**src/rtl/tt_um_ternary_mvm_stream.sv**
```systemverilog
// Streaming ternary matrix-vector multiplier: LANES signed inputs per beat, per-column accumulation, then one result per column.
// Optional build macro TERNARY_MVM_SATURATE_EN makes narrow() clamp instead of wrapping.
module tt_um_ternary_mvm_stream #(
    parameter int IN_LEN    = 16,
    parameter int OUT_LEN   = 8,
    parameter int BIT_WIDTH = 8,
    parameter int LANES     = 2,
    parameter int ACC_WIDTH = 12
) (
    input  logic                              clk,
    input  logic                              rst,
    input  logic                              start,
    input  logic [$clog2(IN_LEN):0]           cfg_rows,
    input  logic [$clog2(OUT_LEN):0]          cfg_cols,
    input  logic [2*IN_LEN*OUT_LEN-1:0]       W,
    input  logic                              in_valid,
    output logic                              in_ready,
    input  logic [LANES*BIT_WIDTH-1:0]        in_data,
    output logic                              out_valid,
    input  logic                              out_ready,
    output logic [BIT_WIDTH-1:0]              out_data,
    output logic                              out_last,
    output logic                              busy
);

    localparam int ROW_W  = $clog2(IN_LEN) + 1;
    localparam int COL_W  = $clog2(OUT_LEN) + 1;
    localparam int BEATS  = IN_LEN / LANES;
    localparam int BEAT_W = 2 * LANES * OUT_LEN;

    typedef enum logic [1:0] {IDLE, ACCUM, DRAIN} state_t;

    state_t                      state, state_next;
    logic [ROW_W-1:0]            row, rows_lat, rows_clamped;
    logic [COL_W-1:0]            col, cols_lat, cols_clamped;
    logic signed [ACC_WIDTH-1:0] acc      [OUT_LEN];
    logic signed [ACC_WIDTH-1:0] acc_next [OUT_LEN];
    logic signed [ACC_WIDTH-1:0] acc_sel;
    logic [BEAT_W-1:0]           beat_w;
    logic                        last_beat, last_col;

    // Operand is widened before negation so the most negative input negates exactly.
    function automatic logic signed [ACC_WIDTH-1:0] tern_mul(input logic [1:0] code,
                                                             input logic signed [BIT_WIDTH-1:0] x);
        logic signed [ACC_WIDTH-1:0] ext;
        ext = ACC_WIDTH'(x);
        case (code)
            2'b01:   tern_mul = ext;
            2'b11:   tern_mul = -ext;
            default: tern_mul = '0;
        endcase
    endfunction

`ifdef TERNARY_MVM_SATURATE_EN
    localparam logic signed [ACC_WIDTH-1:0] SAT_HI = ACC_WIDTH'((2 ** (BIT_WIDTH - 1)) - 1);
    localparam logic signed [ACC_WIDTH-1:0] SAT_LO = ACC_WIDTH'(-(2 ** (BIT_WIDTH - 1)));

    function automatic logic [BIT_WIDTH-1:0] narrow(input logic signed [ACC_WIDTH-1:0] a);
        if (a > SAT_HI)
            narrow = BIT_WIDTH'(SAT_HI);
        else if (a < SAT_LO)
            narrow = BIT_WIDTH'(SAT_LO);
        else
            narrow = BIT_WIDTH'(a);
    endfunction
`else
    function automatic logic [BIT_WIDTH-1:0] narrow(input logic signed [ACC_WIDTH-1:0] a);
        narrow = BIT_WIDTH'(a);
    endfunction
`endif

    // Job configuration is normalised once at start so the datapath never sees odd row counts.
    always_comb begin
        rows_clamped = cfg_rows;
        if (cfg_rows == '0 || cfg_rows > ROW_W'(IN_LEN))
            rows_clamped = ROW_W'(IN_LEN);
        rows_clamped = rows_clamped - (rows_clamped % ROW_W'(LANES));
        if (rows_clamped == '0)
            rows_clamped = ROW_W'(LANES);
        cols_clamped = cfg_cols;
        if (cfg_cols == '0 || cfg_cols > COL_W'(OUT_LEN))
            cols_clamped = COL_W'(OUT_LEN);
    end

    assign last_beat = (row + ROW_W'(LANES)) == rows_lat;
    assign last_col  = col == (cols_lat - COL_W'(1));

    // Row pointer is always beat-aligned, so only BEATS weight slices can ever be selected.
    always_comb begin
        beat_w = '0;
        for (int b = 0; b < BEATS; b++) begin
            if (row == ROW_W'(b * LANES))
                beat_w = W[b*BEAT_W +: BEAT_W];
        end
    end

    always_comb begin
        for (int c = 0; c < OUT_LEN; c++) begin
            logic signed [ACC_WIDTH-1:0] sum;
            sum = acc[c];
            if (COL_W'(c) < cols_lat) begin
                for (int k = 0; k < LANES; k++)
                    sum = sum + tern_mul(beat_w[2*(k*OUT_LEN+c) +: 2],
                                         in_data[k*BIT_WIDTH +: BIT_WIDTH]);
            end
            acc_next[c] = sum;
        end
    end

    always_comb begin
        acc_sel = '0;
        for (int c = 0; c < OUT_LEN; c++) begin
            if (col == COL_W'(c))
                acc_sel = acc[c];
        end
    end

    always_ff @(posedge clk) begin
        if (rst)
            state <= IDLE;
        else
            state <= state_next;
    end

    always_comb begin
        state_next = state;
        case (state)
            IDLE:    if (start) state_next = ACCUM;
            ACCUM:   if (in_valid && last_beat) state_next = DRAIN;
            DRAIN:   if (out_ready && last_col) state_next = IDLE;
            default: state_next = IDLE;
        endcase
    end

    always_ff @(posedge clk) begin
        if (rst) begin
            row      <= '0;
            col      <= '0;
            rows_lat <= '0;
            cols_lat <= '0;
            for (int c = 0; c < OUT_LEN; c++)
                acc[c] <= '0;
        end else begin
            case (state)
                IDLE: begin
                    if (start) begin
                        rows_lat <= rows_clamped;
                        cols_lat <= cols_clamped;
                        row      <= '0;
                        col      <= '0;
                        for (int c = 0; c < OUT_LEN; c++)
                            acc[c] <= '0;
                    end
                end
                ACCUM: begin
                    if (in_valid) begin
                        for (int c = 0; c < OUT_LEN; c++)
                            acc[c] <= acc_next[c];
                        row <= row + ROW_W'(LANES);
                        if (last_beat)
                            col <= '0;
                    end
                end
                DRAIN: begin
                    if (out_ready)
                        col <= col + COL_W'(1);
                end
                default: ;
            endcase
        end
    end

    assign in_ready  = state == ACCUM;
    assign out_valid = state == DRAIN;
    assign busy      = state != IDLE;
    assign out_data  = (state == DRAIN) ? narrow(acc_sel) : '0;
    assign out_last  = (state == DRAIN) && last_col;

endmodule

```
**config.mk**
```make
export PLATFORM = sky130hd
export DESIGN_NAME = tt_um_ternary_mvm_stream
export DESIGN_NICKNAME = d
export VERILOG_FILES = /design/src/rtl/tt_um_ternary_mvm_stream.sv
export SDC_FILE = /design/constraint.sdc
export NUM_CORES = 1
export LEC_CHECK = 0
export CORE_MARGIN = 8
export CORE_UTILIZATION = 47
export DETAILED_ROUTE_END_ITERATION = 7
export PLACE_DENSITY = 0.8
export RECOVER_POWER = 25
export SETUP_SLACK_MARGIN = 0.02
export SYNTH_ARGS = -nofsm -noshare
export SYNTH_HDL_FRONTEND = slang
export SYNTH_SLANG_ARGS = --single-unit
```
**constraint.sdc**
```tcl
create_clock -name clk -period 4.7 [get_ports clk]
set_input_delay 0.94 -clock clk [delete_from_list [all_inputs] [get_ports clk]]
set_output_delay 0.94 -clock clk [all_outputs]
set_load 0.01 [all_outputs]
```
Yosys cells after proc, flatten, opt, wreduce, memory -nomap -nowiden:

Memories as Yosys holds them, arrays and structs flattened.
Cells that the tools add are included.
Widths: inputs -> output; s select.

* register bits after elaboration: 20
* RAM bits: 96
* input port bits: 286
* logic and storage cells: 226
* memories: 1

Memories
* acc: words 8, width 12, read ports 8, clocked after Yosys merged registers in 0, wr ports 8, RTL line 36 `logic signed [ACC_WIDTH-1:0] acc [OUT_LEN];`

* add/subtract/negate cells: 22
* order comparisons: 10
* equal/unequal tests: 56
* multiplexer cells: 98
* bitwise gates (word level): 16
* reduce and logical (&&, ||, !) cells: 18

Operators with widths (number)
* $mux 12: 40
* $pmux 12 s2: 16
* $mux 32: 8
* $add 12x12->12: 16
* $mux 8: 9
* $eq 2x1->1 const B: 17
* $eq 2x2->1 const B: 17
* $neg 8->12: 2
* $eq 5x4->1 const B: 4
* $mux 4: 5
* $mux 5: 4
* $eq 4x3->1 const B: 4
* $lt 3x4->1 const A: 4
* $or 1x1->1: 16
* $logic_not 5->1: 3
* $pmux 4 s3: 1
* $eq 5x3->1 const B: 2
* $mux 1: 10
* $pmux 5 s2: 1
* $eq 4x2->1 const B: 2
* $logic_not 4->1: 2
* $lt 1x4->1 const A: 2
* $lt 2x4->1 const A: 2
* $ne 2x1->1 const B: 4
* other kinds (21): 29

Depth between registers and ports, before layout:

* word-level depth: 16
* gate-level depth with buffers: 23

Worst setup path after synthesis:

Ideal clock, no wire load.

* path type: input -> register
* start point: in W[73]
* end point: mem acc[4][7] (netlist: acc[1][7]), data pin
* library setup time: 267 ps
* arrival time: 4476 ps
* required time: 4433 ps
* slack: -43 ps
* cell stages on the path: 19
* cell sequence: mux2_2 -> a221o_1 -> a222oi_1 -> o31ai_2 -> o21ai_0 -> nand2_1 -> fa_1 -> inv_1 -> ha_1 -> inv_1 -> fa_1 -> nor2b_1 -> o21ai_0 -> a21boi_0 -> o21a_1 -> or3_1 -> and3_1 -> a211o_1 -> nor3b_1

RTL lines
* from (decl): RTL line 15 `input logic [2*IN_LEN*OUT_LEN-1:0] W,`
* to (decl): RTL line 36

==> impl_metrics.toml <==
[sta]
setup_viol = 1
finalSetupTns_ns = -0.238
holdWs_ns = 0.491
slew_headroom_pct = 47.7
tightest_slew_ns = 0.785
skew_ns = 0.0102
fin_ws_ns = -0.238
timing.final.crit_period_ns = 4.94
hold_viol_final = 0
rsz0062_at_grt = "true"
finalCritPeriodShare_pct = 105
fmax_ghz = 0.202
report.final.slew_viol_count = 0

[route]
drtIter0Drc = 1177
detail-route-antenna-nets = 0
vias = 13492
detail_route.first_pass.iterations = 7
drcViolationCount = 0
wl_per_cell_um = 23.4
avgViaCountPerCell = 5.84
wirelength_um = 54000

[floorplan]
die_area_sq_um = 31200
row_count = 59
initial_core_util_pct = 47.3
pin_count = 298
die_width_um = 177
dieHeight_um = 177
core-area_sq_um = 25700

[worst_setup_path]
r2r_cells = 19
start_kind = "primary input"
cp_max_fo = 5
crit_path_end_kind = "flop"
cp_data_arrival_time_ns = 5.04
worstPathRequired_ns = 4.81
crit_type = "in -> reg"

[pwr]
power_frac_clock_pct = 16.5
switching_share_pct = 39.9
leakagePower_nw = 7.84
power_density_nw_per_um2 = 284
total_power_mw = 5.06
p_sw_mw = 2.02
combPwrFrac_pct = 63.7
p_int_mw = 3.04
irDropWorstVdd_v = 0.000201
p_seq_share_pct = 19.8

[finish]
final_cell_mix = "279 x clkdlybuf4s50_1, 233 x buf_4, 159 x nand2_1"
instances_no_fill = 2309
final_common_cell = "clkdlybuf4s50_1"
fin_util_pct = 69.4
fin_area_sq_um = 17800
antenna_cells = 0
final_nets = 2379
drive_gt1_share_pct = 21.1
syn2layout_area_growth_pct = 46.8

[clock_tree]
clk_pin_slew_ns = 0.07
postCtsHoldBufs = 0
cts_tree = "done"
clock-sinks = 82
cts_root_buf = "clkbuf_16"
htreeDepth = 3
clock_latency_ns = 0.36
numCtsBuffers = 9
clockBufferDepth = 2

[placed_design]
place_area_sq_um = 16900
dp.cells = 2278
dp_slack_ns = -0.831
place_congestion = 1.00
port_buffers = 297
dp_hpwl_um = 44600

[yosys]
synth.avg_cell_area_sq_um = 8.09
syn-num-nets = 1911
syn_inst = 1501
ys_async_sr_fraction_pct = 0
yosysSeqAreaShare_pct = 18.1
synth_top_area_share_pct = 13.8
synth_area_leaders = "edfxtp_1 14%, fa_1 11%, xnor2_1 6.5%"
ys_ff_latch = 82
synth_edf_count = 56
yosys_warnings = 0
synth-simple-area-share_pct = 20.9
synth_adder_area_share_pct = 16.7
synthMuxAreaShare_pct = 7.74
synth_xor_area_share_pct = 11.2
synth_area_sq_um = 12100
synth_compound_area_share_pct = 17.8
synth_flop_cell = "edfxtp_1"
synth_top_family_by_area = "simple AND/OR/NAND/NOR gates"
yosysTopAreaCell = "edfxtp_1"
ys_types = 80

[worst_hold_path]
hold_path_class = "reg -> reg"
min_path_cells = 2

[run_status]
run_status = "finished with violations"
violations = "setup timing"

[grt]
grt_pass1_wl_um = 80400
busiest_layer = "met2"
met2_usage_pct = 57.1
grt-ovfl-total = 0
grt_use_total_pct = 33.7
antenna_found_initial = 0
grt_pass1_vias = 13942
grt_max_degree = 35
grt_use_met1_pct = 40.2
grt_use_met3_pct = 8.06

[job]
drv_cap = 0
==> Yosys cell counts (7+ instances only) <==
| cell type | count |
|---|---|
| nor2_1 | 164 |
| nand2_1 | 163 |
| inv_1 | 121 |
| a21oi_1 | 118 |
| xnor2_1 | 90 |
| fa_1 | 64 |
| o21ai_0 | 63 |
| ha_1 | 60 |
| xor2_1 | 57 |
| edfxtp_1 | 56 |
| clkbuf_1 | 47 |
| a21o_1 | 38 |
| and2_1 | 34 |
| nor3_1 | 34 |
| nand2b_1 | 31 |
| dfxtp_1 | 26 |
| nor2b_1 | 26 |
| mux2i_1 | 23 |
| mux4_2 | 23 |
| a221oi_1 | 20 |
| mux2_2 | 17 |
| buf_2 | 15 |
| buf_4 | 15 |
| nand3_1 | 15 |
| or3_1 | 15 |
| nand3b_1 | 14 |
| a211oi_1 | 11 |
| a22oi_1 | 9 |
| buf_1 | 9 |
| or2_2 | 7 |
==> final cells by class <==
cell class                      count  area [sq um]
Clock buffer                       12           300
Sequential cell                    82          2210
Tap cell                          335           419
Clock inverter                      4          37.5
Fill cell                        2107          7860
Timing Repair Buffer              548          4930
Multi-Input combinational cell   1203          9460
Inverter                          125           469
==> layer usage <==
layer  wire length, um  share of wire (%)
met2             26000                 48
met1             20300                 38
met5                 0                  0
met4              2310                4.3
met3              5380                 10
==> power by group through the flow <==
| stage | sequential [mW] | clock, mW | combinational (mW) |
|---|---|---|---|
| 4_1_cts | 0.998 | 0.832 | 3.04 |
| 2_1_floorplan | 0.968 | 0 | 1.76 |
| 3_5_place_dp | 1.01 | 0 | 2.97 |
| 6_report | 1.00 | 0.837 | 3.22 |
| 5_1_grt | 1.01 | 0.858 | 3.50 |
| 3_3_place_gp | 1.01 | 0 | 2.86 |
==> worst max-delay path, stage by stage <==
cell and delay (ns):
buf_6 0.09, mux2_4 0.26, a221o_1 0.30, a222oi_1 0.58
o31ai_4 0.20, o21ai_1 0.17, nand2_1 0.09, fa_1 0.51
inv_1 0.05, ha_2 0.18, inv_2 0.05, fa_2 0.23
nor2b_4 0.05, o21ai_2 0.18, a21boi_2 0.09, o21a_1 0.18
or3_4 0.34, and3_4 0.18, a211o_1 0.22, nor3b_2 0.15
==> sequential cells by signal, indices dropped and copies added, names as in the netlist <==
name and count:
acc 64, col 4, cols_lat 4, row 4
rows_lat 4, state 2
==> kinds of logic after synthesis <==
logic type | after synthesis
compound gates | 331
mux | 63
buf+inv | 216
flops | 82
simple gates | 535
xor+xnor | 150
fa+ha+maj | 124
==> timing repair <==
action | in CTS | in global routing
resized for setup | 47 | 95
endpoints found under the setup margin | 11 | 18
pin swaps | 24 | 66
buffers inserted | 3 | 12
==> path summary, 6_finish.rpt <==
kind | startpoint | to | slack (ns)
max reg2reg | row[1]$_SDFFE_PP0P_ | acc[1][7]$_SDFFCE_PN0P_ | -0.14
min | acc[0][2]$_SDFFE_PP0P_ | acc[0][2]$_SDFFE_PP0P_ | 0.49
max | W[9] | acc[1][7]$_SDFFCE_PN0P_ | -0.24
min reg2reg | acc[0][2]$_SDFFE_PP0P_ | acc[0][2]$_SDFFE_PP0P_ | 0.49
No activity file was read; power rests on OpenSTA's default activity.
